==> src/rtl/axi_lite_tl_host_bridge.sv <==
// AXI4-Lite subordinate to TL-UL host bridge.
// Converts single-beat AXI reads/writes into 32-bit TL-UL Get / PutFullData / PutPartialData
// requests, one transaction outstanding at a time. The TL request is fully registered;
// integrity bits are derived from those registered fields.

package axi_lite_tl_host_bridge_pkg;

  localparam logic [2:0] TlPutFullData    = 3'h0;
  localparam logic [2:0] TlPutPartialData = 3'h1;
  localparam logic [2:0] TlGet            = 3'h4;

  localparam logic [2:0] TlAccessAck      = 3'h0;
  localparam logic [2:0] TlAccessAckData  = 3'h1;

  typedef struct packed {
    logic [6:0] cmd_intg;
    logic [6:0] data_intg;
  } tl_a_user_t;

  typedef struct packed {
    logic        a_valid;
    logic [2:0]  a_opcode;
    logic [2:0]  a_param;
    logic [1:0]  a_size;
    logic [7:0]  a_source;
    logic [31:0] a_address;
    logic [3:0]  a_mask;
    logic [31:0] a_data;
    tl_a_user_t  a_user;
    logic        d_ready;
  } tl_h2d_t;

  typedef struct packed {
    logic        d_valid;
    logic [2:0]  d_opcode;
    logic [2:0]  d_param;
    logic [1:0]  d_size;
    logic [7:0]  d_source;
    logic        d_sink;
    logic [31:0] d_data;
    logic        d_error;
    logic        a_ready;
  } tl_d2h_t;

endpackage

module axi_lite_tl_host_bridge
  import axi_lite_tl_host_bridge_pkg::*;
#(
  parameter logic [31:0] TlBaseAddr = 32'h8000_0000,
  parameter logic [7:0]  SourceId   = 8'h00
) (
  input  logic        clk_peri_i,
  input  logic        rst_peri_ni,

  input  logic [31:0] s_axi_awaddr,
  input  logic        s_axi_awvalid,
  output logic        s_axi_awready,
  input  logic [31:0] s_axi_wdata,
  input  logic [3:0]  s_axi_wstrb,
  input  logic        s_axi_wvalid,
  output logic        s_axi_wready,
  output logic [1:0]  s_axi_bresp,
  output logic        s_axi_bvalid,
  input  logic        s_axi_bready,
  input  logic [31:0] s_axi_araddr,
  input  logic        s_axi_arvalid,
  output logic        s_axi_arready,
  output logic [31:0] s_axi_rdata,
  output logic [1:0]  s_axi_rresp,
  output logic        s_axi_rvalid,
  input  logic        s_axi_rready,

  output tl_h2d_t     tl_o,
  input  tl_d2h_t     tl_i
);

  localparam logic [1:0] RespOkay   = 2'b00;
  localparam logic [1:0] RespSlverr = 2'b10;

  typedef enum logic [2:0] {
    StIdle,
    StTlReq,
    StTlRsp,
    StAxiB,
    StAxiR
  } state_e;

  state_e      r_state;
  state_e      w_state_d;

  // Latched AXI request channels
  logic        r_aw_held;
  logic [31:0] r_awaddr;
  logic        r_w_held;
  logic [31:0] r_wdata;
  logic [3:0]  r_wstrb;
  logic        r_ar_held;
  logic [31:0] r_araddr;

  // Arbitration and current transaction
  logic        r_last_was_write;
  logic        r_is_write;

  // Registered TL A-channel
  logic        r_a_valid;
  logic [2:0]  r_a_opcode;
  logic [31:0] r_a_address;
  logic [3:0]  r_a_mask;
  logic [31:0] r_a_data;

  // AXI response registers
  logic [1:0]  r_bresp;
  logic [1:0]  r_rresp;
  logic [31:0] r_rdata;

  logic        w_wr_rdy;
  logic        w_rd_rdy;
  logic        w_pick_write;
  logic        w_launch;
  logic [31:0] w_addr;
  logic        w_misaligned;
  logic        w_aw_hs;
  logic        w_w_hs;
  logic        w_ar_hs;
  logic        w_d_hs;
  logic        w_d_err;
  logic        w_unused_tl;

  // Hamming parity over a payload: payload bit i feeds parity bit k when bit k of (i+1) is set.
  function automatic logic [6:0] intg_parity(input logic [56:0] payload);
    logic [6:0] p;
    p = '0;
    for (int k = 0; k < 7; k++) begin
      for (int i = 0; i < 57; i++) begin
        if ((((i + 1) >> k) % 2) == 1) begin
          p[k] = p[k] ^ payload[i];
        end
      end
    end
    return p;
  endfunction

  assign w_wr_rdy = r_aw_held & r_w_held;
  assign w_rd_rdy = r_ar_held;
  // With both candidates ready, alternate; reset value of r_last_was_write makes reads win first.
  assign w_pick_write = w_wr_rdy & (~w_rd_rdy | ~r_last_was_write);
  assign w_launch     = (r_state == StIdle) & (w_wr_rdy | w_rd_rdy);
  assign w_addr       = w_pick_write ? r_awaddr : r_araddr;
  assign w_misaligned = |w_addr[1:0];

  assign w_aw_hs = s_axi_awvalid & s_axi_awready;
  assign w_w_hs  = s_axi_wvalid & s_axi_wready;
  assign w_ar_hs = s_axi_arvalid & s_axi_arready;
  assign w_d_hs  = (r_state == StTlRsp) & tl_i.d_valid;

  // A wrong response opcode is reported like a device error.
  assign w_d_err = tl_i.d_error |
                   (r_is_write ? (tl_i.d_opcode != TlAccessAck)
                               : (tl_i.d_opcode != TlAccessAckData));

  assign w_unused_tl = ^{tl_i.d_param, tl_i.d_size, tl_i.d_source, tl_i.d_sink};

  // FSM state register
  always_ff @(posedge clk_peri_i or negedge rst_peri_ni) begin
    if (!rst_peri_ni) begin
      r_state <= StIdle;
    end else begin
      r_state <= w_state_d;
    end
  end

  // Next-state logic
  always_comb begin
    w_state_d = r_state;
    unique case (r_state)
      StIdle: begin
        if (w_launch) begin
          if (w_misaligned) begin
            w_state_d = w_pick_write ? StAxiB : StAxiR;
          end else begin
            w_state_d = StTlReq;
          end
        end
      end
      StTlReq: if (tl_i.a_ready)  w_state_d = StTlRsp;
      StTlRsp: if (tl_i.d_valid)  w_state_d = r_is_write ? StAxiB : StAxiR;
      StAxiB:  if (s_axi_bready)  w_state_d = StIdle;
      StAxiR:  if (s_axi_rready)  w_state_d = StIdle;
      default: w_state_d = StIdle;
    endcase
  end

  // AXI handshake outputs and response channels
  always_comb begin
    s_axi_awready = 1'b0;
    s_axi_wready  = 1'b0;
    s_axi_arready = 1'b0;
    s_axi_bvalid  = 1'b0;
    s_axi_rvalid  = 1'b0;
    s_axi_bresp   = r_bresp;
    s_axi_rresp   = r_rresp;
    s_axi_rdata   = r_rdata;
    if (r_state == StIdle) begin
      s_axi_awready = ~r_aw_held;
      s_axi_wready  = ~r_w_held;
      s_axi_arready = ~r_ar_held;
    end
    if (r_state == StAxiB) s_axi_bvalid = 1'b1;
    if (r_state == StAxiR) s_axi_rvalid = 1'b1;
  end

  // TL host request, built from registered fields so it stays stable under back-pressure
  always_comb begin
    tl_o                    = '0;
    tl_o.a_valid            = r_a_valid;
    tl_o.a_opcode           = r_a_opcode;
    tl_o.a_param            = 3'h0;
    tl_o.a_size             = 2'd2;
    tl_o.a_source           = SourceId;
    tl_o.a_address          = r_a_address;
    tl_o.a_mask             = r_a_mask;
    tl_o.a_data             = r_a_data;
    tl_o.a_user.cmd_intg    = intg_parity({14'h0, r_a_address, r_a_opcode, r_a_mask, 4'h0});
    tl_o.a_user.data_intg   = intg_parity({25'h0, r_a_data});
    tl_o.d_ready            = (r_state == StTlRsp);
  end

  // Channel latches, request launch and response capture
  always_ff @(posedge clk_peri_i or negedge rst_peri_ni) begin
    if (!rst_peri_ni) begin
      r_aw_held        <= 1'b0;
      r_awaddr         <= '0;
      r_w_held         <= 1'b0;
      r_wdata          <= '0;
      r_wstrb          <= '0;
      r_ar_held        <= 1'b0;
      r_araddr         <= '0;
      r_last_was_write <= 1'b1;
      r_is_write       <= 1'b0;
      r_a_valid        <= 1'b0;
      r_a_opcode       <= TlGet;
      r_a_address      <= '0;
      r_a_mask         <= '0;
      r_a_data         <= '0;
      r_bresp          <= RespOkay;
      r_rresp          <= RespOkay;
      r_rdata          <= '0;
    end else begin
      if (w_aw_hs) begin
        r_aw_held <= 1'b1;
        r_awaddr  <= s_axi_awaddr;
      end
      if (w_w_hs) begin
        r_w_held <= 1'b1;
        r_wdata  <= s_axi_wdata;
        r_wstrb  <= s_axi_wstrb;
      end
      if (w_ar_hs) begin
        r_ar_held <= 1'b1;
        r_araddr  <= s_axi_araddr;
      end

      if ((r_state == StAxiB) && s_axi_bready) begin
        r_aw_held <= 1'b0;
        r_w_held  <= 1'b0;
      end
      if ((r_state == StAxiR) && s_axi_rready) begin
        r_ar_held <= 1'b0;
      end

      if (w_launch) begin
        r_is_write       <= w_pick_write;
        r_last_was_write <= w_pick_write;
        if (w_misaligned) begin
          if (w_pick_write) begin
            r_bresp <= RespSlverr;
          end else begin
            r_rresp <= RespSlverr;
            r_rdata <= '0;
          end
        end else begin
          r_a_valid   <= 1'b1;
          r_a_address <= {w_addr[31:2], 2'b00} + TlBaseAddr;
          if (w_pick_write) begin
            r_a_opcode <= (r_wstrb == 4'hF) ? TlPutFullData : TlPutPartialData;
            r_a_mask   <= r_wstrb;
            r_a_data   <= r_wdata;
          end else begin
            r_a_opcode <= TlGet;
            r_a_mask   <= 4'hF;
            r_a_data   <= '0;
          end
        end
      end

      if ((r_state == StTlReq) && tl_i.a_ready) begin
        r_a_valid <= 1'b0;
      end

      if (w_d_hs) begin
        if (r_is_write) begin
          r_bresp <= w_d_err ? RespSlverr : RespOkay;
        end else begin
          r_rresp <= w_d_err ? RespSlverr : RespOkay;
          r_rdata <= tl_i.d_data;
        end
      end
    end
  end

endmodule
==> config.mk <==
export PLATFORM = sky130hd
export DESIGN_NAME = axi_lite_tl_host_bridge
export DESIGN_NICKNAME = d
export VERILOG_FILES = /design/src/rtl/axi_lite_tl_host_bridge.sv
export SDC_FILE = /design/constraint.sdc
export NUM_CORES = 1
export LEC_CHECK = 0
export BUFFER_PORTS_ARGS = -buffer_cell sky130_fd_sc_hd__buf_2
export CAP_MARGIN = 0
export CORE_MARGIN = 2
export CORE_UTILIZATION = 50
export DETAILED_ROUTE_END_ITERATION = 7
export PLACE_DENSITY = 0.8
export SETUP_SLACK_MARGIN = 0.15
export SLEW_MARGIN = 25
export SYNTH_ARGS = -nofsm -noshare
export SYNTH_HDL_FRONTEND = slang
export SYNTH_SLANG_ARGS = --single-unit
==> constraint.sdc <==
create_clock -name clk_peri_i -period 4.14 [get_ports clk_peri_i]
set_input_delay 0.828 -clock clk_peri_i [delete_from_list [all_inputs] [get_ports clk_peri_i]]
set_output_delay 0.828 -clock clk_peri_i [all_outputs]
set_load 0.03 [all_outputs]
# Word level (Yosys, flattened, before mapping)
# Index checks and enable logic that the tools add are counted.
# Widths: inputs -> output; s select.
[totals] out_inout_bits=141 in_bits=159 ff_bits=216
[op_classes] n_reduce_logical=13 n_eq_ne=12 muxes=45 bitwise=191 addsub=1
[op_table] operator="$mux 32" n=7
[op_table] operator="$xor 1x1->1" n=176
[op_table] operator="$add 32x32->32 const B" n=1
[op_table] operator="$mux 3" n=9
[op_table] operator="$mux 2" n=11
[op_table] operator="$mux 1" n=16
[op_table] operator="$pmux 3 s5" n=1
[op_table] operator="$ne 2x2->1 const B" n=4
[op_table] operator="$reduce_bool 2->1" n=4
[op_table] operator="$and 1x1->1" n=7
[op_table] operator="$eq 3x2->1 const B" n=2
[op_table] operator="$not 1->1" n=5
[op_table] operator="$reduce_and 5->1" n=1
[op_table] operator="$eq 4x4->1 const B" n=1
[op_table] operator="$mux 4" n=1
[op_table] operator="$ne 2x1->1 const B" n=2
[op_table] operator="$reduce_and 2->1" n=2
[op_table] operator="$eq 3x1->1 const B" n=1
[op_table] operator="$eq 3x3->1 const B" n=1
[op_table] operator="$logic_and 1x1->1" n=3
[op_table] operator="$logic_not 3->1" n=1
[op_table] operator="$ne 3x1->1 const B" n=1
[op_table] operator="$or 1x1->1" n=3
[op_table] operator="$reduce_bool 3->1" n=1
[op_table] operator="$reduce_or 2->1" n=1

# Logic depth before layout (Yosys ltp)
[depth] word_depth=19 ltp_mapped=7

# Worst setup path before layout
# Ideal clock, no wire load.
[synth_path] path_kind="reg2out" from="register r_a_address[22]" to="output tl_o[9] in the netlist's numbering" stages_incl_launch_ff=5 arrival_time_ps=1944 path_slack_ps=1368 cell_sequence="dfrtp_1 > xnor3_1 > xnor2_1 > xnor3_1 > xor2_1"
[synth_lines] item="start: declaration" line_no="108" rtl="logic [31:0] r_a_address;"
[synth_lines] item="start signal: assignment" line_no="284" rtl="r_a_address <= {w_addr[31:2], 2'b00} + TlBaseAddr;"
[synth_lines] item="end: declaration" line_no="74" rtl="output tl_h2d_t tl_o,"

==> reports/summary.txt <==
WL final = 23700 um
RSZ-0062 raised after global routing = false
WS Path Type = flip-flop to output port
Clock Path Buffers = 3
vias in the first global route = 6827
floorplan die height = 146 um
Yosys warnings = 0
Seq/Total Area, Yosys = 52.9%
FMAX = 319 MHz
Compound-Gate Fraction of Synth Area = 6.33%
Mean Syn Cell Area = 13.4 sq um
worst r2r src = r_state[0]$_DFFE_PN0P_
row count = 51
worst-path fanout max = 4
Setup crit start kind = flip-flop
root buf cell = clkbuf_16
Top-Level Pins = 300
worst clock skew = 12.4 ps
Post-Synth XOR/XNOR Area = 10.8%
total overflow reported by the global router = 0
drt wl/cell = 18.3 um
Reg-to-Reg End = r_araddr[25]$_DFFE_PN0P_
Initial Utilization = 51.3%
CTS clock-pin slew for the worst setup and hold paths = 60 ps
Setup Fix Bufs, Post-CTS = 0
post-synthesis simple-gate area fraction = 4.48%
fraction of registers with async set/reset = 100%
area of the die = 0.0213 sq mm
synth unique cells = 49
reg2reg setup slack = 1570 ps
number of flops mapped to enable cells by yosys = 0
Synth Cell Area = 0.0101 sq mm
CTS tree = yes
Worst R2R Path Depth = 4
Crit path depth = 5
CTS Sinks = 213
max_cap viols = 0
min cycle time layout = 3130 ps
slowest cell on the critical path = xnor3_1
worst-skew pair later-pin latency = 510 ps
Slew Limit Fails = 0
post_cts resized = 0
Starting DRT DRC Count = 255
core area = 0.0197 sq mm
largest net degree at the start of global routing = 95
Slew headroom = 35.4%
run status = complete, no violations
Max stage delay on crit path = 460 ps
Most Frequent Cell on Critical Path = xnor2_1
crit path DAT = 2310 ps
first-pass GRT wire length = 37500 um
Tcrit/Tclk final = 75.7%
layout cells sized above 1 = 42.1%
ys flop type = dfrtp_1
CP Capture Type = output port
via count = 6776
die span in x = 146 um
port buffer count = 267
Mapped Cells = 753
Post-Synth Adder-Cell Area = 0%
hold crit path type = input pin to asynchronous set/reset pin
worst path bufs/invs = 1
global-route usage over all layers = 21.9%
post-synthesis mux area share = 19.6%
H-tree level count = 1
worst-margin pin slew = 965 ps
post-route ant nets = 0
Yosys reg bits = 213
post-detail-place hpwl = 16600 um
mean number of vias per cell = 5.22
Setup TNS = 0 ps
worst-path cell chain = xor2_1, xnor3_1, xnor2_1, xnor2_1, buf_2
DR DRC count = 0
Critical Path RT = 3310 ps
DR pass1 iterations = 4
main combinational cell family by area after synthesis = multiplexers
antenna violations before repair = 7
# setup viols final = 0
cell family with the largest share of critical-path delay = XOR/XNOR gates
Final Hold Vio Count = 0
Placer Congestion = 0.821
Nets = 1169
post-cts hold buffer count = 0
Num CTS Buffers = 24
Area Overhead vs Synth = 21.6%
[worst register-to-register path, delay by kind of cell (launching register included)]
family / cells / cell delay (ps)
flops: 1 / 510
mux: 1 / 580
simple gates: 3 / 1340
[cells in the final DEF (no fill, tap or decap), types with 6 or more instances in the layout]
| master | instances |
|---|---|
| buf_2 | 266 |
| nor2_1 | 10 |
| buf_4 | 9 |
| o21ai_1 | 20 |
| dfrtp_1 | 211 |
| mux2_2 | 70 |
| nand4_1 | 33 |
| clkbuf_16 | 25 |
| mux2_4 | 30 |
| diode_2 | 6 |
| mux2_1 | 61 |
| xnor3_1 | 12 |
| o21ai_0 | 17 |
| clkinv_2 | 6 |
| xor2_1 | 13 |
| xnor2_1 | 80 |
| a21oi_1 | 10 |
| a22o_1 | 32 |
| conb_1 | 18 |
| inv_1 | 40 |
[per-layer routing]
layer / vias up / part of all wire [%] / global-route usage, %
met5: - / 0.055 / 0
met4: 2 / 2.9 / 7.28
met3: 58 / 6.6 / 5.19
met2: 247 / 48 / 35.8
met1: 3353 / 42 / 29.0
li1: 3116 / - / -
[through the flow]
stage / setup slack, ps / cell area [sq um] / hold slack [ps] / std cells / util [%]
after floorplan: 1370 / 10100 / 457 / 769 / -
after global placement: 1580 / 11500 / 466 / 1249 / 58.3
after detailed placement: 1550 / 11500 / 472 / 1249 / 58.3
after CTS: 989 / 12200 / 349 / 1293 / 62.3
after global routing: 912 / 12300 / 373 / 1296 / 62.4
final: 1010 / 12300 / 323 / 1299 / 62.4
[synthesized netlist by cell type (5+ instances only)]
| master | n | share of area, % |
|---|---|---|
| mux2_4 | 30 | 4.5 |
| buf_2 | 16 | 0.79 |
| a22o_1 | 32 | 2.8 |
| nand2_1 | 5 | 0.19 |
| buf_4 | 26 | 1.9 |
| mux2i_1 | 5 | 0.50 |
| clkbuf_1 | 6 | 0.22 |
| xnor3_1 | 12 | 2.7 |
| inv_1 | 40 | 1.5 |
| buf_6 | 13 | 1.5 |
| mux2_2 | 70 | 7.8 |
| nand4_1 | 33 | 2.0 |
| nor2_1 | 11 | 0.41 |
| o21ai_1 | 20 | 0.99 |
| a21oi_1 | 10 | 0.50 |
| o21ai_0 | 17 | 0.84 |
| mux2_1 | 61 | 6.8 |
| xnor2_1 | 80 | 6.9 |
| xor2_1 | 13 | 1.1 |
| dfrtp_1 | 211 | 52 |
[state kept, by name, indices dropped and copies added (netlist names), 3 cells and up]
name,flops
s_axi_rdata,32
r_a_mask,4
r_a_data,32
r_a_address,30
r_araddr,32
r_awaddr,32
r_wdata,32
r_state,3
r_wstrb,4
[kinds of logic after synthesis]
group	after synthesis
AND/OR/NAND/NOR	73
multiplexers	166
buffers and inverters	101
XOR/XNOR	105
flip-flops	213
other	2
AO/OA/AOI/OAI	93
[how the worst max path moves through the flow]
| stage | startpoint | to | slack (ps) |
|---|---|---|---|
| after CTS | r_a_data[18]$_DFFE_PN0P_ | tl_o[2] | 990 |
| after global placement | r_a_address[23]$_DFFE_PN0P_ | tl_o[9] | 1580 |
| after global routing | r_a_data[18]$_DFFE_PN0P_ | tl_o[2] | 910 |
| after floorplan | r_a_address[22]$_DFFE_PN0P_ | tl_o[9] | 1370 |
| after detailed placement | r_state[0]$_DFFE_PN0P_ | r_araddr[31]$_DFFE_PN0P_ | 1550 |
| final | r_a_data[18]$_DFFE_PN0P_ | tl_o[2] | 1010 |
[cell type report]
class                      instances  area, sq um
multi-input combinational        455         4230
antenna                            6         15.0
fill                            1559         7390
timing repair buffer             276         1410
inverter                          40          150
clock inverter                    10         82.6
sequential                       213         5330
tap                              265          332
clock buffer                      34          709
Power is not shown: default switching activity piles up to over one toggle a cycle in this logic, so the estimate is an artifact.
